## src/rtl/booth_seq_mul_if.sv

```systemverilog
// Operand/product handshake bundle for booth_seq_mul.
// master = operand producer / product consumer, slave = the multiplier.
interface booth_seq_mul_if #(
    parameter int WIDTH = 32
);
    logic                   in_valid;
    logic                   in_ready;
    logic [WIDTH-1:0]       a;
    logic [WIDTH-1:0]       b;
    logic                   a_signed;
    logic                   b_signed;
    logic                   flush;
    logic                   out_valid;
    logic                   out_ready;
    logic [2*WIDTH-1:0]     product;
    logic                   busy;

    modport master (
        output in_valid, a, b, a_signed, b_signed, flush, out_ready,
        input  in_ready, out_valid, product, busy
    );

    modport slave (
        input  in_valid, a, b, a_signed, b_signed, flush, out_ready,
        output in_ready, out_valid, product, busy
    );
endinterface

```

## src/rtl/booth_seq_mul.sv

```systemverilog
// Iterative radix-4 Booth multiplier: one Booth digit per clock into a
// 2*WIDTH-bit accumulator, operands and product over valid/ready handshakes.
// WIDTH must be even and >= 4.
module booth_seq_mul #(
    parameter int WIDTH = 32
) (
    input  logic            clk,
    input  logic            rst,
    booth_seq_mul_if.slave  bus
);
    localparam int DIGITS = WIDTH / 2 + 1;
    localparam int CW     = $clog2(DIGITS);
    localparam int PW     = 2 * WIDTH;

    typedef enum logic [1:0] {
        IDLE = 2'd0,
        CALC = 2'd1,
        DONE = 2'd2
    } state_t;

    state_t             state, state_nxt;

    // M carries two extra bits so that 2M never overflows.
    logic [WIDTH+1:0]   m_q;
    // R = {e, e, b, 0}: the trailing zero is the implicit b[-1] and the two
    // extension bits make the top digit(s) correct for unsigned b.
    logic [WIDTH+2:0]   r_q;
    logic [PW-1:0]      acc_q;
    logic [CW-1:0]      cnt_q;
    logic [PW-1:0]      product_q;

    logic               accept;
    logic               last;
    logic [WIDTH+2:0]   r_shift;
    logic [2:0]         code;
    logic               dig_zero;
    logic               dig_neg;
    logic               dig_dbl;
    logic [WIDTH+1:0]   mag;
    logic [PW-1:0]      pp_ext;
    logic [PW-1:0]      pp;
    logic [PW-1:0]      acc_nxt;

    // Handshake qualifiers; flush masks an incoming operand in the same cycle.
    always_comb begin
        accept = (state == IDLE) && bus.in_valid && !bus.flush;
        last   = (state == CALC) && (cnt_q == CW'(DIGITS - 1));
    end

    // Booth digit decode and partial-product generation for the current digit.
    always_comb begin
        r_shift  = r_q >> {cnt_q, 1'b0};
        code     = r_shift[2:0];
        dig_zero = (code == 3'b000) || (code == 3'b111);
        dig_neg  = code[2] && (code != 3'b111);
        dig_dbl  = (code == 3'b011) || (code == 3'b100);
        mag      = dig_dbl ? {m_q[WIDTH:0], 1'b0} : m_q;
        pp_ext   = {{(PW - WIDTH - 2){mag[WIDTH+1]}}, mag};
        if (dig_neg)
            pp_ext = '0 - pp_ext;
        if (dig_zero)
            pp_ext = '0;
        // Bits shifted past 2*WIDTH are dropped; the exact product always fits.
        pp      = pp_ext << {cnt_q, 1'b0};
        acc_nxt = acc_q + pp;
    end

    // State register.
    always_ff @(posedge clk or posedge rst) begin
        if (rst)
            state <= IDLE;
        else
            state <= state_nxt;
    end

    // Next-state logic; flush overrides everything but reset.
    always_comb begin
        state_nxt = state;
        if (bus.flush) begin
            state_nxt = IDLE;
        end else begin
            case (state)
                IDLE:    if (bus.in_valid) state_nxt = CALC;
                CALC:    if (last)         state_nxt = DONE;
                DONE:    if (bus.out_ready) state_nxt = IDLE;
                default: state_nxt = IDLE;
            endcase
        end
    end

    // Status outputs are pure state decodes, so they are glitch-free and
    // have no combinational path from any input.
    always_comb begin
        bus.in_ready  = (state == IDLE);
        bus.out_valid = (state == DONE);
        bus.busy      = (state != IDLE);
        bus.product   = product_q;
    end

    // Datapath: latch operands on accept, accumulate one digit per CALC cycle,
    // capture the result on the last digit. product survives a flush.
    always_ff @(posedge clk or posedge rst) begin
        if (rst) begin
            m_q       <= '0;
            r_q       <= '0;
            acc_q     <= '0;
            cnt_q     <= '0;
            product_q <= '0;
        end else if (bus.flush) begin
            cnt_q <= '0;
        end else if (accept) begin
            m_q   <= {{2{bus.a_signed & bus.a[WIDTH-1]}}, bus.a};
            r_q   <= {{2{bus.b_signed & bus.b[WIDTH-1]}}, bus.b, 1'b0};
            acc_q <= '0;
            cnt_q <= '0;
        end else if (state == CALC) begin
            acc_q <= acc_nxt;
            if (last) begin
                cnt_q     <= '0;
                product_q <= acc_nxt;
            end else begin
                cnt_q <= cnt_q + 1'b1;
            end
        end
    end
endmodule

```

## src/flat_wrapper.sv

```systemverilog
// flat-port wrapper written by rule: the top's interface ports become plain ports
module booth_seq_mul_flat 
#(
    parameter int WIDTH = 32
)
  (clk, rst, bus_in_valid, bus_a, bus_b, bus_a_signed, bus_b_signed, bus_flush, bus_out_ready, bus_in_ready, bus_out_valid, bus_product, bus_busy);
  booth_seq_mul_if #(.WIDTH(WIDTH)) bus_i ();
  input  logic clk;
  input  logic rst;
  input wire logic [$bits(bus_i.in_valid)-1:0] bus_in_valid;
  input wire logic [$bits(bus_i.a)-1:0] bus_a;
  input wire logic [$bits(bus_i.b)-1:0] bus_b;
  input wire logic [$bits(bus_i.a_signed)-1:0] bus_a_signed;
  input wire logic [$bits(bus_i.b_signed)-1:0] bus_b_signed;
  input wire logic [$bits(bus_i.flush)-1:0] bus_flush;
  input wire logic [$bits(bus_i.out_ready)-1:0] bus_out_ready;
  output wire logic [$bits(bus_i.in_ready)-1:0] bus_in_ready;
  output wire logic [$bits(bus_i.out_valid)-1:0] bus_out_valid;
  output wire logic [$bits(bus_i.product)-1:0] bus_product;
  output wire logic [$bits(bus_i.busy)-1:0] bus_busy;
  assign bus_i.in_valid = bus_in_valid;
  assign bus_i.a = bus_a;
  assign bus_i.b = bus_b;
  assign bus_i.a_signed = bus_a_signed;
  assign bus_i.b_signed = bus_b_signed;
  assign bus_i.flush = bus_flush;
  assign bus_i.out_ready = bus_out_ready;
  assign bus_in_ready = bus_i.in_ready;
  assign bus_out_valid = bus_i.out_valid;
  assign bus_product = bus_i.product;
  assign bus_busy = bus_i.busy;
  booth_seq_mul #(.WIDTH(WIDTH)) u_core (.clk(clk), .rst(rst), .bus(bus_i));
endmodule
```

## config.mk

```make
export PLATFORM = sky130hd
export DESIGN_NAME = booth_seq_mul_flat
export DESIGN_NICKNAME = d
export VERILOG_FILES = /design/src/rtl/booth_seq_mul_if.sv /design/src/rtl/booth_seq_mul.sv /design/src/flat_wrapper.sv
export SDC_FILE = /design/constraint.sdc
export NUM_CORES = 1
export LEC_CHECK = 0
export BUFFER_PORTS_ARGS = -buffer_cell sky130_fd_sc_hd__buf_4
export CORE_MARGIN = 5
export CORE_UTILIZATION = 61
export CTS_CLUSTER_SIZE = 40
export DETAILED_ROUTE_END_ITERATION = 8
export HOLD_SLACK_MARGIN = 0.1
export PLACE_DENSITY = 0.8
export SLEW_MARGIN = 5
export SYNTH_ARGS = -nofsm -noshare
export SYNTH_HDL_FRONTEND = slang
export SYNTH_SLANG_ARGS = --single-unit
```

## constraint.sdc

```tcl
create_clock -name clk -period 9.85 [get_ports clk]
set_clock_uncertainty 0.15 [all_clocks]
set_input_delay 1.97 -clock clk [delete_from_list [all_inputs] [get_ports clk]]
set_output_delay 1.97 -clock clk [all_outputs]
set_load 0.02 [all_outputs]
```

==> metrics.csv, run 1 <==
stage;metric;value;unit
setup_path;Worst Setup SP;u_core.cnt_q[0];
die;Core Region;0.0250;sq mm
sta;maximum clock frequency;111;MHz
setup_path;slowest cell on the critical path;dfrtp_2;
die;initial core utilization;0.616;
synth;Post-Synthesis Net Count;2054;
synth;area of the mapped netlist;0.0154;sq mm
setup_path;CP startpoint kind;register;
synth;Seq cells post-synth;201;
place;DPL Wire Length;34.1;mm
setup_path;Crit path largest cell delay;670;ps
power_and_ir_drop;Switching Fraction;0.456;
sta;Rel. slew slack;0.365;
synth;number of enable flip-flop cells after synthesis;0;
sta;Worst Hold Slack;322;ps
place;placed instance count;2290;
setup_path;critical-path maximum fanout;21;
synth;share of Yosys cell area claimed by the top area cell type;0.327;
global_route;met1 Use GR;0.456;
power_and_ir_drop;switching pwr;0.00210;W
cts;CTS tree;built;
synth;portion of netlist area occupied by mux cells;0.0856;
sta;RSZ-0062 raised after global routing;false;
synth;Post-Synth Adder-Cell Area;0.0550;
global_route;largest net degree at the start of global routing;129;
cts;post-CTS setup buffers;0;
power_and_ir_drop;LEAKAGE;8.64;nW
min_path;hold_sp;u_core.r_q[21];
routing;post-route antenna net violation count;0;
routing;Routed WL;47.2;mm
setup_path;Critical Path RT;10110;ps
final_layout;Layout area overhead;12.7;%
sta;Final Cycle Share;0.918;
place;Final GP Congestion;1.01;
routing;per-cell routed wire length;20.3;microns
synth;synthesized area per cell;8.02;sq um
outcome;outcome;complete, no violations;
global_route;grt met3 use;0.0577;
global_route;met2 usage;0.534;
synth;yosys warns;0;
final_layout;share of cells above drive strength 1;0.134;
setup_path;r2r startpoint;u_core.cnt_q[0];
synth;top cell type by total area after synthesis;dfrtp_1;
global_route;initial antenna violation count;0;
job;MaxCap Viol Count;0;
power_and_ir_drop;Comb power frac;0.561;
synth;Most used DFF post-synth;dfrtp_1;
synth;Synth Area in XOR/XNOR;0.0331;
sta;crit path time final;9040;ps
cts;clock tree root buffer cell;clkbuf_16;
cts;post-cts repair resize count;0;
routing;total number of vias;14733;
setup_path;Worst EP arrival;9300;ps
setup_path;crit-path leading delay family;compound AO/OA/AOI/OAI gates;
die;# rows;58;
power_and_ir_drop;Pwr per Cell Area;266;mW/mm^2
global_route;Top Usage Layer GRT;met2;
die;top-level I/O count;138;
sta;Final setup viols;0;
die;die width;169;microns
global_route;first-pass GRT wire length;77.2;mm
setup_path;worst setup path class;reg2reg;
final_layout;Final Net Count;2123;
setup_path;crit path capture type;register;
cts;CTS Buffer Depth;3;
synth;synth unique cells;80;
final_layout;filler instances;2083;
cts;total clock sinks;201;
sta;final hold vios;0;
global_route;vias in the first global route;14440;
final_layout;non-filler instance count after layout;2328;
cts;clock slew at reported path FFs;60;ps
place;Place WS;991;ps
routing;initial detailed-routing violation count;1596;
power_and_ir_drop;Internal Power;0.00251;W
synth;top-count cell post-synth;nand2_1;
die;Die ar.;0.0285;sq mm
synth;Compound-Gate Fraction of Synth Area;0.234;
setup_path;CP bufs+invs;2;
power_and_ir_drop;sequential power share;0.249;
synth;Seq/Total Area, Yosys;0.327;
synth;top cells by area, synth;dfrtp_1 (33%), nand2_1 (11%), mux2i_1 (5.4%), ha_1 (5.4%), a21oi_1 (4.0%);
final_layout;# diodes;0;
routing;vias per cell;6.33;
sta;Slew Limit Fails;0;
routing;DR pass1 iterations;6;
synth;synth cell count leaders;nand2_1 (446), dfrtp_1 (201), nor2_1 (148), a21oi_1 (124), clkbuf_1 (92);
global_route;Global Route Usage Sum;0.328;
cts;Clock Latency Late Sink;540;ps
synth;Post-Synthesis Cells;1916;
sta;Slew @ Worst Pin;953;ps
global_route;total gr overflow;0;
power_and_ir_drop;Clk network pwr share;0.190;
synth;fraction of registers with async set/reset;1.00;
die;Die H;169;microns
routing;Remaining DRCs;0;
sta;final setup TNS;0;ps
synth;simple-gate area share of the yosys netlist;0.220;
sta;worst setup margin;809;ps
place;I/O Buffers;137;
cts;hold_buf cts;0;
cts;CTS buffer count;23;
synth;main combinational cell family by area after synthesis;compound AO/OA/AOI/OAI gates;
power_and_ir_drop;Max VDD drop;225;uV
cts;htree depth;1;
min_path;Hold Crit Class;reg2reg;
==> cell families after synthesis <==
kind of cell | count (synthesis)
multiplexers | 115
adder cells (fa/ha/maj) | 67
buffers and inverters | 166
flip-flops | 201
AO/OA/AOI/OAI | 520
AND/OR/NAND/NOR | 789
XOR/XNOR | 58
==> sequential cells by signal (all words and copies together) (netlist names) <==
signal              cells
u_core.state            2
u_core.m_q             33
u_core.bus.product     64
u_core.acc_q           64
u_core.r_q             33
u_core.cnt_q            5
==> worst min-delay path: stages (launching register included) <==
cell and delay, ps:
dfrtp_1 340, nand2_1 50, nand2_1 50
==> cell usage in the layout, fill, tap and decap left out, drive strengths merged, types with 42 or more instances in the layout <==
cell     n
a21o    42
a21oi  125
a22o    60
buf    166
dfrtp  201
ha      66
inv     46
mux2i   83
nand2  446
nand3   43
nor2   148
o21ai   86
xnor2   43
==> layer usage <==
| layer | part of all wire | routed length (microns) | up-vias |
|---|---|---|---|
| li1 | - | - | 6979 |
| met1 | 0.44 | 20600 | 7055 |
| met2 | 0.46 | 21700 | 600 |
| met3 | 0.074 | 3490 | 99 |
| met4 | 0.030 | 1400 | 0 |
| met5 | 0 | 0 | - |
==> final timing paths <==
path                                     endpoint  slack (ps)  cells after the start
min in group asynchronous  u_core.bus.product[61]        1440                      2
hold reg to reg                    u_core.r_q[21]         320                      2
setup / recovery           u_core.bus.product[60]         810                     31
max in group asynchronous         u_core.cnt_q[0]        6620                      3
setup reg to reg           u_core.bus.product[60]         810                     31
hold / removal                     u_core.r_q[21]         320                      2
==> through the flow <==
step	instance area, sq um	power, W	utilization
after floorplan	15400	0.00303	-
after global placement	16600	0.00362	0.663
after detailed placement	16600	0.00367	0.663
after CTS	17300	0.00457	0.693
after global routing	17300	0.00492	0.693
final	17300	0.00461	0.693
==> power groups by stage <==
stage	Clock [W]	Sequential [W]	Combinational (W)
final	0.000876	0.00115	0.00259
after global routing	0.000923	0.00116	0.00284
after CTS	0.000888	0.00114	0.00254
after detailed placement	0	0.00115	0.00252
after global placement	0	0.00115	0.00247
after floorplan	0	0.00109	0.00194
==> area by class of cell <==
class	count	area, sq um	share of cell area
clock buffer	27	601	0.0347
clock inverter	11	155	0.00896
inverter	44	173	0.00997
multi-input combinational	1549	9690	0.560
sequential	201	5030	0.291
tap	330	413	0.0239
timing repair buffer	166	1250	0.0720
Power figures use the tool's default switching activity.
==> run 2, diff against run 1 <==
--- a/config.mk
+++ b/config.mk
@@ -11,6 +11,7 @@
 export CTS_CLUSTER_SIZE = 40
 export DETAILED_ROUTE_END_ITERATION = 8
 export HOLD_SLACK_MARGIN = 0.1
+export MAX_ROUTING_LAYER = met4
 export PLACE_DENSITY = 0.8
 export SLEW_MARGIN = 5
 export SYNTH_ARGS = -nofsm -noshare
==> metrics.csv, run 2 (synthesized netlist as in run 1, its figures left out) <==
stage;metric;value;unit
outcome;outcome;complete, no violations;
sta;crit path time final;9180;ps
final_layout;share of cells above drive strength 1;0.137;
final_layout;Final Net Count;2125;
cts;htree depth;1;
global_route;first-pass GRT wire length;77.2;mm
die;initial core utilization;0.616;
cts;CTS buffer count;24;
routing;DR pass1 iterations;6;
die;Die ar.;0.0285;sq mm
cts;clock slew at reported path FFs;60;ps
die;Core Region;0.0250;sq mm
routing;post-route antenna net violation count;0;
final_layout;Layout area overhead;13.1;%
sta;Slew Limit Fails;0;
final_layout;filler instances;2013;
power_and_ir_drop;sequential power share;0.247;
sta;Final Cycle Share;0.932;
sta;worst setup margin;673;ps
power_and_ir_drop;Comb power frac;0.558;
power_and_ir_drop;Internal Power;0.00253;W
min_path;Hold Crit Class;reg2reg;
setup_path;Critical Path RT;10130;ps
cts;CTS Buffer Depth;3;
global_route;total gr overflow;0;
setup_path;crit path capture type;register;
cts;clock tree root buffer cell;clkbuf_16;
power_and_ir_drop;Switching Fraction;0.457;
sta;Worst Hold Slack;324;ps
place;Final GP Congestion;1.04;
routing;Routed WL;48.0;mm
setup_path;critical path's most frequent cell;o21ai_0;
min_path;hold_sp;u_core.bus.product[23];
power_and_ir_drop;Clk network pwr share;0.195;
setup_path;Worst EP arrival;9450;ps
setup_path;worst setup path class;reg2reg;
power_and_ir_drop;LEAKAGE;8.66;nW
place;DPL Wire Length;34.1;mm
sta;final hold vios;0;
job;MaxCap Viol Count;0;
cts;Clock Latency Late Sink;540;ps
cts;post-CTS setup buffers;0;
power_and_ir_drop;Max VDD drop;195;uV
sta;maximum clock frequency;109;MHz
setup_path;CP startpoint kind;register;
sta;Final setup viols;0;
cts;total clock sinks;201;
routing;Remaining DRCs;0;
final_layout;footprint of the multi-input gates;0.00969;sq mm
sta;Slew @ Worst Pin;1050;ps
global_route;vias in the first global route;14633;
final_layout;register area;0.00503;sq mm
die;top-level I/O count;138;
place;Place WS;937;ps
setup_path;slowest cell on the critical path;dfrtp_2;
cts;CTS tree;built;
global_route;initial antenna violation count;0;
final_layout;commonest cells after routing, fill and taps aside;nand2_1 (446), dfrtp_1 (199), buf_4 (167), nor2_1 (146), a21oi_1 (124);
die;# rows;58;
setup_path;critical-path maximum fanout;21;
global_route;Global Route Usage Sum;0.340;
sta;final setup TNS;0;ps
global_route;largest net degree at the start of global routing;129;
routing;vias per cell;6.41;
sta;Rel. slew slack;0.300;
die;die width;169;microns
place;I/O Buffers;137;
sta;RSZ-0062 raised after global routing;false;
final_layout;commonest non-fill, non-tap cell in the layout;nand2_1;
cts;post-cts repair resize count;0;
setup_path;Worst Setup SP;u_core.cnt_q[0];
setup_path;Crit path largest cell delay;660;ps
power_and_ir_drop;switching pwr;0.00212;W
routing;initial detailed-routing violation count;1778;
cts;hold_buf cts;0;
routing;per-cell routed wire length;20.5;microns
setup_path;r2r startpoint;u_core.cnt_q[0];
routing;total number of vias;14972;
power_and_ir_drop;Pwr per Cell Area;268;mW/mm^2
die;Die H;169;microns
-- run 2: layout make-up --
type                    count  share of cell area
multi-input cells        1549               0.558
flip-flops and latches    201               0.290
repair buffers            167              0.0722
clock buffers              31              0.0384
well taps                 330              0.0238
inverters                  44             0.00994
clock inverters            13             0.00814
diodes                      1            0.000144
-- run 2: worst max-delay path: cells and delay by family, from the launching register on --
family / cells / cell delay [ps]
adder cells (fa/ha/maj): 2 / 750
XOR/XNOR: 1 / 200
buffers and inverters: 2 / 410
flip-flops: 1 / 660
AND/OR/NAND/NOR: 7 / 1490
AO/OA/AOI/OAI: 13 / 3980
multiplexers: 4 / 1400
-- run 2: path summary, 6_finish.rpt --
check	to	slack, ps	cells after the start
max in group asynchronous	u_core.cnt_q[0]	6660	3
min in group asynchronous	u_core.bus.product[57]	1430	2
setup / recovery	u_core.bus.product[56]	670	29
setup reg to reg	u_core.bus.product[56]	670	29
hold reg to reg	u_core.bus.product[23]	320	2
hold / removal	u_core.bus.product[23]	320	2
-- run 2: stage by stage --
step	total power (W)	instance area, sq um	instances	utilization
2_1_floorplan	0.00303	15400	1916	-
3_3_place_gp	0.00363	16600	2291	0.663
3_5_place_dp	0.00368	16600	2291	0.663
4_1_cts	0.00461	17400	2335	0.696
5_1_grt	0.00495	17400	2335	0.696
6_report	0.00465	17400	2336	0.696
-- run 2: per-layer routing --
metal,wire length [microns],global-route usage,vias up
li1,-,-,7009
met1,20400,0.443,7177
met2,22000,0.532,657
met3,3950,0.0740,129
met4,1660,0.110,0
met5,0,-,-
-- run 2: power groups by stage --
stage,registers (W),logic (W),clock network [W]
after floorplan,0.00109,0.00194,0
after global placement,0.00115,0.00248,0
after detailed placement,0.00115,0.00252,0
after CTS,0.00114,0.00254,0.000920
after global routing,0.00116,0.00283,0.000952
final,0.00115,0.00260,0.000906
==> run 3, diff against run 2 <==
--- a/config.mk
+++ b/config.mk
@@ -6,6 +6,7 @@
 export NUM_CORES = 1
 export LEC_CHECK = 0
 export BUFFER_PORTS_ARGS = -buffer_cell sky130_fd_sc_hd__buf_4
+export CORE_ASPECT_RATIO = 0.7
 export CORE_MARGIN = 5
 export CORE_UTILIZATION = 61
 export CTS_CLUSTER_SIZE = 40
==> metrics.csv, run 3 (synthesized netlist as in run 1, its figures left out) <==
stage;metric;value;unit
die;die width;200;microns
power_and_ir_drop;Max VDD drop;199;uV
final_layout;share of cells above drive strength 1;0.135;
routing;Remaining DRCs;0;
final_layout;Final Util;0.699;
cts;clock tree root buffer cell;clkbuf_16;
cts;CTS buffer count;20;
routing;initial detailed-routing violation count;1620;
sta;Worst Hold Slack;323;ps
setup_path;Worst EP arrival;9420;ps
die;Die H;143;microns
setup_path;Critical Path RT;10110;ps
place;DPL Wire Length;34.5;mm
setup_path;worst setup path class;reg2reg;
routing;Routed met3 length;4.54;mm
final_layout;Final Net Count;2122;
power_and_ir_drop;Pwr per Cell Area;266;mW/mm^2
global_route;initial antenna violation count;1;
setup_path;crit-path leading delay family;compound AO/OA/AOI/OAI gates;
min_path;hold endpoint;u_core.bus.product[3];
sta;RSZ-0062 raised after global routing;false;
sta;crit path time final;9160;ps
power_and_ir_drop;Switching Fraction;0.456;
place;Post-DP Area;0.0166;sq mm
final_layout;commonest non-fill, non-tap cell in the layout;nand2_1;
sta;Final Cycle Share;0.930;
sta;Final setup viols;0;
routing;M1 WL;21.9;mm
routing;DR pass1 iterations;5;
routing;Top Metal Used;met4;
setup_path;slack of the worst reg-to-reg path;690;ps
place;I/O Buffers;137;
cts;CTS Buffer Depth;3;
global_route;first-pass GRT wire length;75.7;mm
setup_path;R2R depth;30;
final_layout;non-filler instance count after layout;2321;
setup_path;crit path capture type;register;
power_and_ir_drop;sequential power share;0.249;
global_route;largest net degree at the start of global routing;128;
final_layout;Layout area overhead;12.5;%
setup_path;critical path depth;30;
sta;maximum clock frequency;109;MHz
sta;Slew @ Worst Pin;1050;ps
place;Final GP Congestion;1.03;
die;top-level I/O count;138;
routing;vias per cell;6.42;
power_and_ir_drop;Internal Power;0.00250;W
cts;total clock sinks;201;
final_layout;filler instances;1979;
power_and_ir_drop;switching pwr;0.00210;W
min_path;Hold Crit Class;reg2reg;
cts;Clock Latency Late Sink;530;ps
setup_path;critical-path maximum fanout;18;
setup_path;slowest cell on the critical path;dfrtp_2;
cts;clock slew at reported path FFs;60;ps
routing;metal2 WL;19.9;mm
die;initial core utilization;0.621;
job;MaxCap Viol Count;0;
sta;Slew Limit Fails;0;
global_route;total gr overflow;0;
cts;CTS tree;built;
setup_path;Crit path largest cell delay;680;ps
setup_path;CP bufs+invs;1;
sta;final hold vios;0;
place;placed instance count;2287;
global_route;vias in the first global route;13772;
min_path;hold path depth;2;
routing;total number of vias;14898;
final_layout;final instance area;0.0173;sq mm
die;Die ar.;0.0285;sq mm
min_path;hold_sp;u_core.bus.product[3];
power_and_ir_drop;Comb power frac;0.568;
final_layout;commonest cells after routing, fill and taps aside;nand2_1 (446), dfrtp_1 (199), buf_4 (168), nor2_1 (146), a21oi_1 (124);
power_and_ir_drop;Clk network pwr share;0.183;
final_layout;# diodes;0;
setup_path;r2r startpoint;u_core.cnt_q[0];
outcome;outcome;complete, no violations;
routing;post-route antenna net violation count;0;
setup_path;CP startpoint kind;register;
routing;per-cell routed wire length;20.3;microns
power_and_ir_drop;LEAKAGE;8.63;nW
routing;Routed WL;47.1;mm
sta;Rel. slew slack;0.297;
die;Core Region;0.0247;sq mm
sta;final setup TNS;0;ps
die;# rows;48;
global_route;Global Route Usage Sum;0.335;
setup_path;RR Endpoint;u_core.bus.product[60];
cts;htree depth;1;
## run 3: changes by cell type in the layout (fill, tap and decap cells not counted), sizes merged
cell	previous run	this run
diode	1	0
bufinv	2	4
buf	167	168
clkinv	7	5
inv	45	44
clkinvlp	3	0
clkbuf	31	25
## run 3: stage by stage
step                      power [W]  setup slack, ps
after floorplan             0.00303             2180
after global placement      0.00363             1070
after detailed placement    0.00368              760
after CTS                   0.00454              735
after global routing        0.00489             98.8
final                       0.00460              691
## run 3: how the worst max path moves through the flow
| stage | startpoint | endpoint | slack (ps) |
|---|---|---|---|
| 2_1_floorplan | u_core.cnt_q[0] | u_core.acc_q[63] | 2180 |
| 6_report | u_core.cnt_q[0] | u_core.bus.product[60] | 690 |
| 3_5_place_dp | u_core.cnt_q[0] | u_core.bus.product[56] | 760 |
| 4_1_cts | u_core.cnt_q[0] | u_core.bus.product[56] | 740 |
| 3_3_place_gp | u_core.cnt_q[0] | u_core.bus.product[56] | 1070 |
| 5_1_grt | u_core.cnt_q[0] | u_core.bus.product[60] | 100 |
## run 3: layout make-up
class / instances / area (sq um) / share of cell area
timing repair buffer: 168 / 1260 / 0.0730
clock inverter: 9 / 156 / 0.00905
sequential: 201 / 5030 / 0.291
clock buffer: 25 / 559 / 0.0324
multi-input combinational: 1549 / 9700 / 0.561
tap: 325 / 407 / 0.0235
inverter: 44 / 173 / 0.00999
## run 3: per-layer routing
layer / GRT usage / up-vias
met4: 0.0472 / 0
li1: - / 6985
met2: 0.476 / 681
met3: 0.0649 / 65
met1: 0.510 / 7167
met5: - / -
## run 3: power groups by stage
stage	clock [W]	combinational [W]	sequential [W]
floorplan	0	0.00194	0.00109
global placement	0	0.00248	0.00115
detailed placement	0	0.00253	0.00115
CTS	0.000853	0.00255	0.00114
global route	0.000888	0.00284	0.00116
finish	0.000842	0.00261	0.00115
## run 3: worst min-delay path: cells and delay by family (launching register included)
family / cells / cell delay [ps]
flops: 1 / 340
simple gates: 2 / 100
## run 3: repair_timing
| item | CTS | global route |
|---|---|---|
| endpoints found under the setup margin | 0 | 4 |
| resized for setup | 0 | 1 |
| buffers inserted | 0 | 0 |
| hold buffers | 0 | 0 |
